[src/rtl/relay_pkg.sv]
// relay_bank shared definitions: FSM states, address map helpers,
// and status byte layout.
package relay_pkg;

    typedef enum logic {
        S_IDLE = 1'b0,
        S_PEND = 1'b1
    } state_t;

    localparam int SHADOW_BASE = 0;

    localparam int ST_BUSY = 0;
    localparam int ST_WDT  = 1;

    function automatic int active_base(input int nb);
        return nb;
    endfunction

    function automatic int status_addr(input int nb);
        return 2 * nb;
    endfunction

    function automatic logic [7:0] status_byte(
        input logic trip,
        input logic busy
    );
        logic [7:0] s;
        s          = 8'h00;
        s[ST_WDT]  = trip;
        s[ST_BUSY] = busy;
        return s;
    endfunction

endpackage

[src/rtl/relay_wdt.sv]
// Saturating commit watchdog; expire pulses once on the cycle the
// count reaches WDT_CYCLES and stays quiet until the next clr.
module relay_wdt #(
    parameter logic [31:0] WDT_CYCLES = 32'd50_000_000
) (
    input  logic clk,
    input  logic reset,
    input  logic clr,
    input  logic en,
    output logic expire
);

    logic [31:0] r_cnt;
    logic        w_enabled;

    assign w_enabled = (WDT_CYCLES != 32'd0);

    always_ff @(posedge clk) begin
        if (reset) begin
            r_cnt <= 32'd0;
        end else if (clr) begin
            r_cnt <= 32'd0;
        end else if (en && (r_cnt != WDT_CYCLES)) begin
            r_cnt <= r_cnt + 32'd1;
        end
    end

    // A clear in the would-be trip cycle suppresses the trip.
    assign expire = w_enabled && en && !clr
                    && (r_cnt == WDT_CYCLES - 32'd1);

endmodule

[src/rtl/relay_bank.sv]
// Host relay register bank: shadow bytes, frame-aligned commit to the
// active serializer word, and a watchdog that drops all relays.
module relay_bank
    import relay_pkg::*;
#(
    parameter int          WIDTH      = 16,
    parameter int          ADDR_W     = 6,
    parameter logic [31:0] WDT_CYCLES = 32'd50_000_000
) (
    input  logic              clk,
    input  logic              reset,
    input  logic              wr_en,
    input  logic              rd_en,
    input  logic [ADDR_W-1:0] addr,
    input  logic [7:0]        wdata,
    output logic [7:0]        rdata,
    output logic              rd_valid,
    input  logic              commit,
    input  logic              frame_done,
    output logic [WIDTH-1:0]  data,
    output logic              busy,
    output logic              applied,
    output logic              wdt_trip
);

    localparam int NB = WIDTH / 8;
    localparam logic [ADDR_W-1:0] A_STATUS =
        ADDR_W'(status_addr(NB));

    state_t           r_state;
    logic [WIDTH-1:0] r_shadow;
    logic [WIDTH-1:0] r_data;
    logic [7:0]       r_rdata;
    logic             r_rd_valid;
    logic             r_applied;
    logic             r_wdt_trip;
    logic             w_expire;
    logic [7:0]       w_rbyte;

    relay_wdt #(
        .WDT_CYCLES(WDT_CYCLES)
    ) u_wdt (
        .clk   (clk),
        .reset (reset),
        .clr   (commit),
        .en    (1'b1),
        .expire(w_expire)
    );

    always_comb begin
        w_rbyte = 8'h00;
        for (int k = 0; k < NB; k++) begin
            if (addr == ADDR_W'(SHADOW_BASE + k)) begin
                w_rbyte = r_shadow[8*k +: 8];
            end
            if (addr == ADDR_W'(active_base(NB) + k)) begin
                w_rbyte = r_data[8*k +: 8];
            end
        end
        if (addr == A_STATUS) begin
            w_rbyte = status_byte(r_wdt_trip, r_state == S_PEND);
        end
    end

    always_ff @(posedge clk) begin
        if (reset) begin
            r_shadow <= '0;
        end else if (wr_en) begin
            for (int k = 0; k < NB; k++) begin
                if (addr == ADDR_W'(SHADOW_BASE + k)) begin
                    r_shadow[8*k +: 8] <= wdata;
                end
            end
        end
    end

    // Read sees pre-edge state, so a same-cycle write returns old data.
    always_ff @(posedge clk) begin
        if (reset) begin
            r_rdata    <= 8'h00;
            r_rd_valid <= 1'b0;
        end else begin
            r_rd_valid <= rd_en;
            if (rd_en) begin
                r_rdata <= w_rbyte;
            end
        end
    end

    always_ff @(posedge clk) begin
        if (reset) begin
            r_state    <= S_IDLE;
            r_data     <= '0;
            r_applied  <= 1'b0;
            r_wdt_trip <= 1'b0;
        end else begin
            r_applied <= 1'b0;
            if (w_expire) begin
                r_data     <= '0;
                r_wdt_trip <= 1'b1;
                r_state    <= S_IDLE;
            end else begin
                unique case (r_state)
                    S_IDLE: begin
                        if (commit) begin
                            r_state <= S_PEND;
                        end
                    end
                    S_PEND: begin
                        if (frame_done) begin
                            r_data     <= r_shadow;
                            r_applied  <= 1'b1;
                            r_wdt_trip <= 1'b0;
                            r_state    <= S_IDLE;
                        end
                    end
                    default: r_state <= S_IDLE;
                endcase
            end
        end
    end

    assign rdata    = r_rdata;
    assign rd_valid = r_rd_valid;
    assign data     = r_data;
    assign busy     = (r_state == S_PEND);
    assign applied  = r_applied;
    assign wdt_trip = r_wdt_trip;

endmodule

[config.mk]
export PLATFORM = sky130hd
export DESIGN_NAME = relay_bank
export DESIGN_NICKNAME = d
export VERILOG_FILES = /design/src/rtl/relay_pkg.sv /design/src/rtl/relay_wdt.sv /design/src/rtl/relay_bank.sv
export SDC_FILE = /design/constraint.sdc
export NUM_CORES = 1
export LEC_CHECK = 0
export CORE_ASPECT_RATIO = 1.25
export CORE_UTILIZATION = 43
export DETAILED_ROUTE_END_ITERATION = 12
export PLACE_DENSITY = 0.71
export SKIP_CTS_REPAIR_TIMING = 1
export SYNTH_ARGS = -nofsm -noshare
export SYNTH_HDL_FRONTEND = slang
export SYNTH_SLANG_ARGS = --single-unit
[constraint.sdc]
create_clock -name clk -period 2.2 [get_ports clk]
set_input_delay 0.44 -clock clk [delete_from_list [all_inputs] [get_ports clk]]
set_output_delay 0.44 -clock clk [all_outputs]
set_load 0.01 [all_outputs]
Yosys cells after proc, flatten, opt, wreduce, memory -nomap -nowiden
Cells that the tools add are included.
{ "word_totals": {"mem_count": 0, "romBits": 0, "inputBits": 20, "register_bits": 76, "ram_bits": 0, "output_inout_bits": 28, "wordCells": 41, "latchBits": 0} }
{ "classes": {"n_shift": 0, "n_bitwise": 1, "eq_ne": 6, "n_reduce_logical": 12, "addsub": 1, "n_mul": 0, "div": 0, "muxes": 12, "n_lt_le_gt_ge": 0} }
{ "op_table": {"columns": ["op", "count"], "rows": [
  ["2-to-1 mux 8 bit", 5],
  ["adder 32 x 1 -> 32 bit (second input constant)", 1],
  ["== test 32 x 26 -> 1 bit (second input constant)", 1],
  ["inequality test 32 x 26 -> 1 bit (second input constant)", 1],
  ["== test 6 x 2 -> 1 bit (second input constant)", 2],
  ["AND reduction 2 bit", 4],
  ["== test 6 x 1 -> 1 bit (second input constant)", 1],
  ["== test 6 x 3 -> 1 bit (second input constant)", 1],
  ["logical NOT 6 bit", 1],
  ["2-to-1 mux 1 bit", 6],
  ["nonzero test 2 bit", 2],
  ["OR reduction 2 bit", 2],
  ["OR reduction 3 bit", 1],
  ["one-hot mux 1 bit (2 select lines)", 1],
  ["logical AND 1 bit", 1],
  ["logical NOT 1 bit", 1],
  ["inverter 1 bit", 1]
]} }

Logic depth before layout (Yosys ltp)
{ "depth": {"ltp_word": 6, "ltp_mapped": 7, "ltp_nobuf": 5} }

Cells and area by module
A second synthesis with hierarchy kept.
{ "hier_totals": {"hier_cells": 361, "area_unflattened_um2": 3380.7} }
{ "by_module_without_submodules": {"columns": ["mod", "cells_each", "area_per_inst_um2", "instances", "seq_area_each_um2"], "rows": [
  ["relay_bank", 162, 1714.1, 1, 880.8],
  ["relay_wdt", 199, 1666.6, 1, 640.6]
]} }

Worst setup path after synthesis
OpenSTA, ideal clock, no wires.
{ "synth_path": {"path_type": "reg-to-reg", "startpoint": "register u_wdt.r_cnt[9]", "endpoint": "register r_applied, in the netlist applied", "required_ns": 2.074, "setup_slack_ns": 0.298, "stages_incl_launch_ff": 7, "setup_time_ns": 0.126, "period_less_slack_ns": 1.902, "path_buffers": 2, "arrival_ns": 1.776, "path_cell_list": "dfxtp_1 or4_1 nor4_2 a31o_2 buf_2 buf_2 nor2_1"} }
{ "synth_between": {"elab_chain_cells": 3} }
{ "synth_lines": {"columns": ["item", "line", "text"], "rows": [
  ["start, declared", "relay_wdt.sv:13", "logic [31:0] r_cnt;"],
  ["start signal, assigned", "relay_wdt.sv:24", "r_cnt <= r_cnt + 32'd1;"],
  ["== test 32 x 26 -> 1 bit", "relay_wdt.sv:30", "&& (r_cnt == WDT_CYCLES - 32'd1);"],
  ["logical AND 1 bit", "relay_wdt.sv:30", null],
  ["OR reduction 3 bit (no line)", null, null],
  ["end signal, assigned", "relay_bank.sv:94", "r_applied <= 1'b0;"],
  ["end signal, assigned", "relay_bank.sv:97", "r_applied <= 1'b0;"],
  ["end signal, assigned", "relay_bank.sv:112", "r_applied <= 1'b1;"],
  ["end, declared", "relay_bank.sv:35", "logic r_applied;"]
]} }
No other way between the ends.
A chain may end at the register's enable or synchronous reset.

Worst setup path in the final report
{ "layout_path": {"startpoint": "register u_wdt.r_cnt[9]", "endpoint": "register u_wdt.r_cnt[2]"} }
{ "layout_between": {"elab_chain_cells": 1} }
{ "layout_lines": {"columns": ["item", "line", "text"], "rows": [
  ["inequality test 32 x 26 -> 1 bit", "relay_wdt.sv:23", "end else if (en && (r_cnt != WDT_CYCLES)) begin"]
]} }
No other way between the ends.

==> impl_metrics.tcl <==
set metrics [dict create \
    ys_ff_latch 76 \
    fin_cells 546 \
    grt_max_degree 25 \
    start_util_pct 44.1 \
    numPortBuffers 47 \
    synth_area_per_cell_um2 8.84 \
    final_area_um2 4330 \
    cp_max_fo 5 \
    ys_warn_count 0 \
    synthesis.nets 411 \
    slew_headroom_pct 53.9 \
    rsz0062_at_grt "false" \
    layout_min_cycle_time_ns 1.96 \
    hold_viol 0 \
    drt_first_iter_violations 182 \
    finClkSkew_ns 0.0127 \
    power.density_nw_per_um2 625 \
    fin_crit_sh_pct 89.3 \
    grt_pass1_wl_um 13800 \
    htreeDepth 3 \
    worstPathArrival_ns 2.19 \
    clk_latency_ns 0.36 \
    status "finished, final reports clean" \
    p_int_mw 2.12 \
    cts_buffers 9 \
    ys.flop_type "dfxtp_1" \
    die_w_um 82.0 \
    drive_gt1_share_pct 12.0 \
    wl_per_cell_um 15.5 \
    cts_tree "built" \
    dp_cells 530 \
    cts_buffer_depth 2 \
    wirelength_um 8470 \
    synth_async_sr_flop_share_pct 0 \
    core-area_um2 7790 \
    synthCells 389 \
    maxSlewViolCount 0 \
    pwr-share-clk_pct 43.1 \
    crit_start "u_wdt.r_cnt[9]" \
    crit_required_ns 2.43 \
    cp-endpoint "u_wdt.r_cnt[2]" \
    r2r_cells 4 \
    cap_violations 0 \
    placed_cell_area_um2 4110 \
    finalSetupTns_ns 0 \
    reg2reg_from "u_wdt.r_cnt[9]" \
    final_util_pct 55.6 \
    ant_nets 0 \
    nets 468 \
    gp_congestion 0.819 \
    cp-start-kind "register" \
    holdCritPathClass "reg -> reg" \
    max_freq_mhz 509 \
    hold_ws_ns 0.469 \
    clk_pin_slew_ns 0.08 \
    n_antenna_cell 0 \
    crit_path_end_kind "register" \
    most-common-layout-cells "dfxtp_1 (76), nand2_1 (49), clkdlybuf4s50_1 (47), a21oi_1 (42), nor2_1 (40)" \
    grt_pass1_vias 2895 \
    drtPass1Iterations 5 \
    p_seq_share_pct 51.4 \
    finalSetupViolations 0 \
    gr-total-overflow 0 \
    io_pins 48 \
    routed_via_density 5.67 \
    synth_edf_count 0 \
    p_leak_nw 1.50 \
    post_synth_num_cell_types 44 \
    syn2layout_area_growth_pct 25.9 \
    syn_area_um2 3440 \
    dieArea_um2 8360 \
    power_frac_comb_pct 5.5 \
    vias 3098 \
    clockRootBuffer "clkbuf_8" \
    irDropWorstVdd_mv 0.448 \
    remaining_drc_errors 0 \
    worst-setup-path-type "reg -> reg" \
    switching_share_pct 21.6 \
    placement_rows 36 \
    final_common_cell "dfxtp_1" \
    clock-sinks 76 \
    yosysSeqAreaShare_pct 44.3 \
    tightest_slew_ns 0.690 \
    switchingPower_uw 585 \
    dieHeight_um 102 \
    rrSetupSlack_ns 0.24 \
    track_usage_pct 22.0 \
    antenna_found_initial 0 \
    hpwlAfterDp_um 6130 \
    rr_endpoint "u_wdt.r_cnt[2]" \
]
state kept, by name (all words and copies together), names as in the netlist:
name         flops
rdata            8
rd_valid         1
u_wdt.r_cnt     32
applied          1
busy             1
wdt_trip         1
r_shadow        16
data            16
worst min path at each step:
stage                                from               to  slack, ns  cells past startpoint
after floorplan           u_wdt.r_cnt[31]  u_wdt.r_cnt[31]       0.44                      2
after global placement       r_shadow[15]         data[15]       0.46                      2
after detailed placement          data[5]          data[5]       0.47                      2
after CTS                    r_shadow[15]         data[15]       0.46                      2
after global routing              data[5]          data[5]       0.49                      2
final                        r_shadow[15]         data[15]       0.47                      2
per-stage QoR:
stage / power (mW) / setup slack [ns]
after floorplan: 1.48 / 0.298
after global placement: 1.57 / 0.118
after detailed placement: 1.57 / 0.0803
after CTS: 2.73 / 0.242
after global routing: 2.79 / 0.153
final: 2.70 / 0.236
cells in the mapped netlist, types with 2 or more instances:
cell      number  area share (%)
nor2_1        40             4.4
and2_1         4            0.73
mux2i_1       18             5.2
ha_1           2            0.73
dfxtp_1       76              44
nor4_1         6             1.1
nor3_1         6            0.87
or3_1         11             2.0
buf_2          4            0.58
or4_1          9             2.0
o31ai_1       10             2.2
o21ai_0       10             1.5
a21oi_1       42             6.1
clkbuf_1      16             1.7
xnor2_1        4             1.0
xor2_1         5             1.3
inv_1          4            0.44
nor2b_1        8             1.5
nand2_1       49             5.3
nand4_1       10             1.8
and4_1         3            0.76
nand3_1       14             2.0
mux4_2         8             5.2
a211oi_1       2            0.44
a22oi_1        2            0.44
and3_1         7             1.3
buf_1          2            0.22
critical path: stages, from the launching register on:
cell	delay [ns]
dfxtp_1	0.36
or4_1	0.57
or4_1	0.57
o31ai_1	0.26
a21oi_1	0.09
power by group through the flow:
stage | clock [mW] | sequential (mW) | combinational [mW]
after detailed placement | 0 | 1.42 | 0.148
after global routing | 1.24 | 1.39 | 0.159
after global placement | 0 | 1.42 | 0.147
final | 1.17 | 1.39 | 0.148
after CTS | 1.20 | 1.39 | 0.148
after floorplan | 0 | 1.42 | 0.0619
cell families (layout without fill, tap and decap cells):
group,Yosys count,after routing,synth area share [%]
DFF,76,76,44.3
and+or+nand+nor,178,178,27.1
muxes,26,26,10.5
AOI/OAI and AO/OA,71,71,11.9
xor gates and xnor gates,9,9,2.29
buffers and inverters,27,89,3.31
adders and majority gates,2,2,0.728
final cells by class:
| type | count | area [µm²] |
|---|---|---|
| inverters | 4 | 15.0 |
| repair buffers | 69 | 648 |
| well taps | 95 | 119 |
| multi-input cells | 286 | 1810 |
| flip-flops and latches | 76 | 1520 |
| fillers | 728 | 3460 |
| clock inverters | 5 | 75.1 |
| clock buffers | 11 | 141 |
layer usage:
metal / part of all wire, % / vias to the layer above / track usage, %
li1: - / 1515 / -
met1: 44 / 1501 / 27.0
met2: 50 / 68 / 36.6
met3: 3.7 / 14 / 4.11
met4: 2.1 / 0 / 10.5
met5: 0 / - / 0
Power figures use the tool's default switching activity.
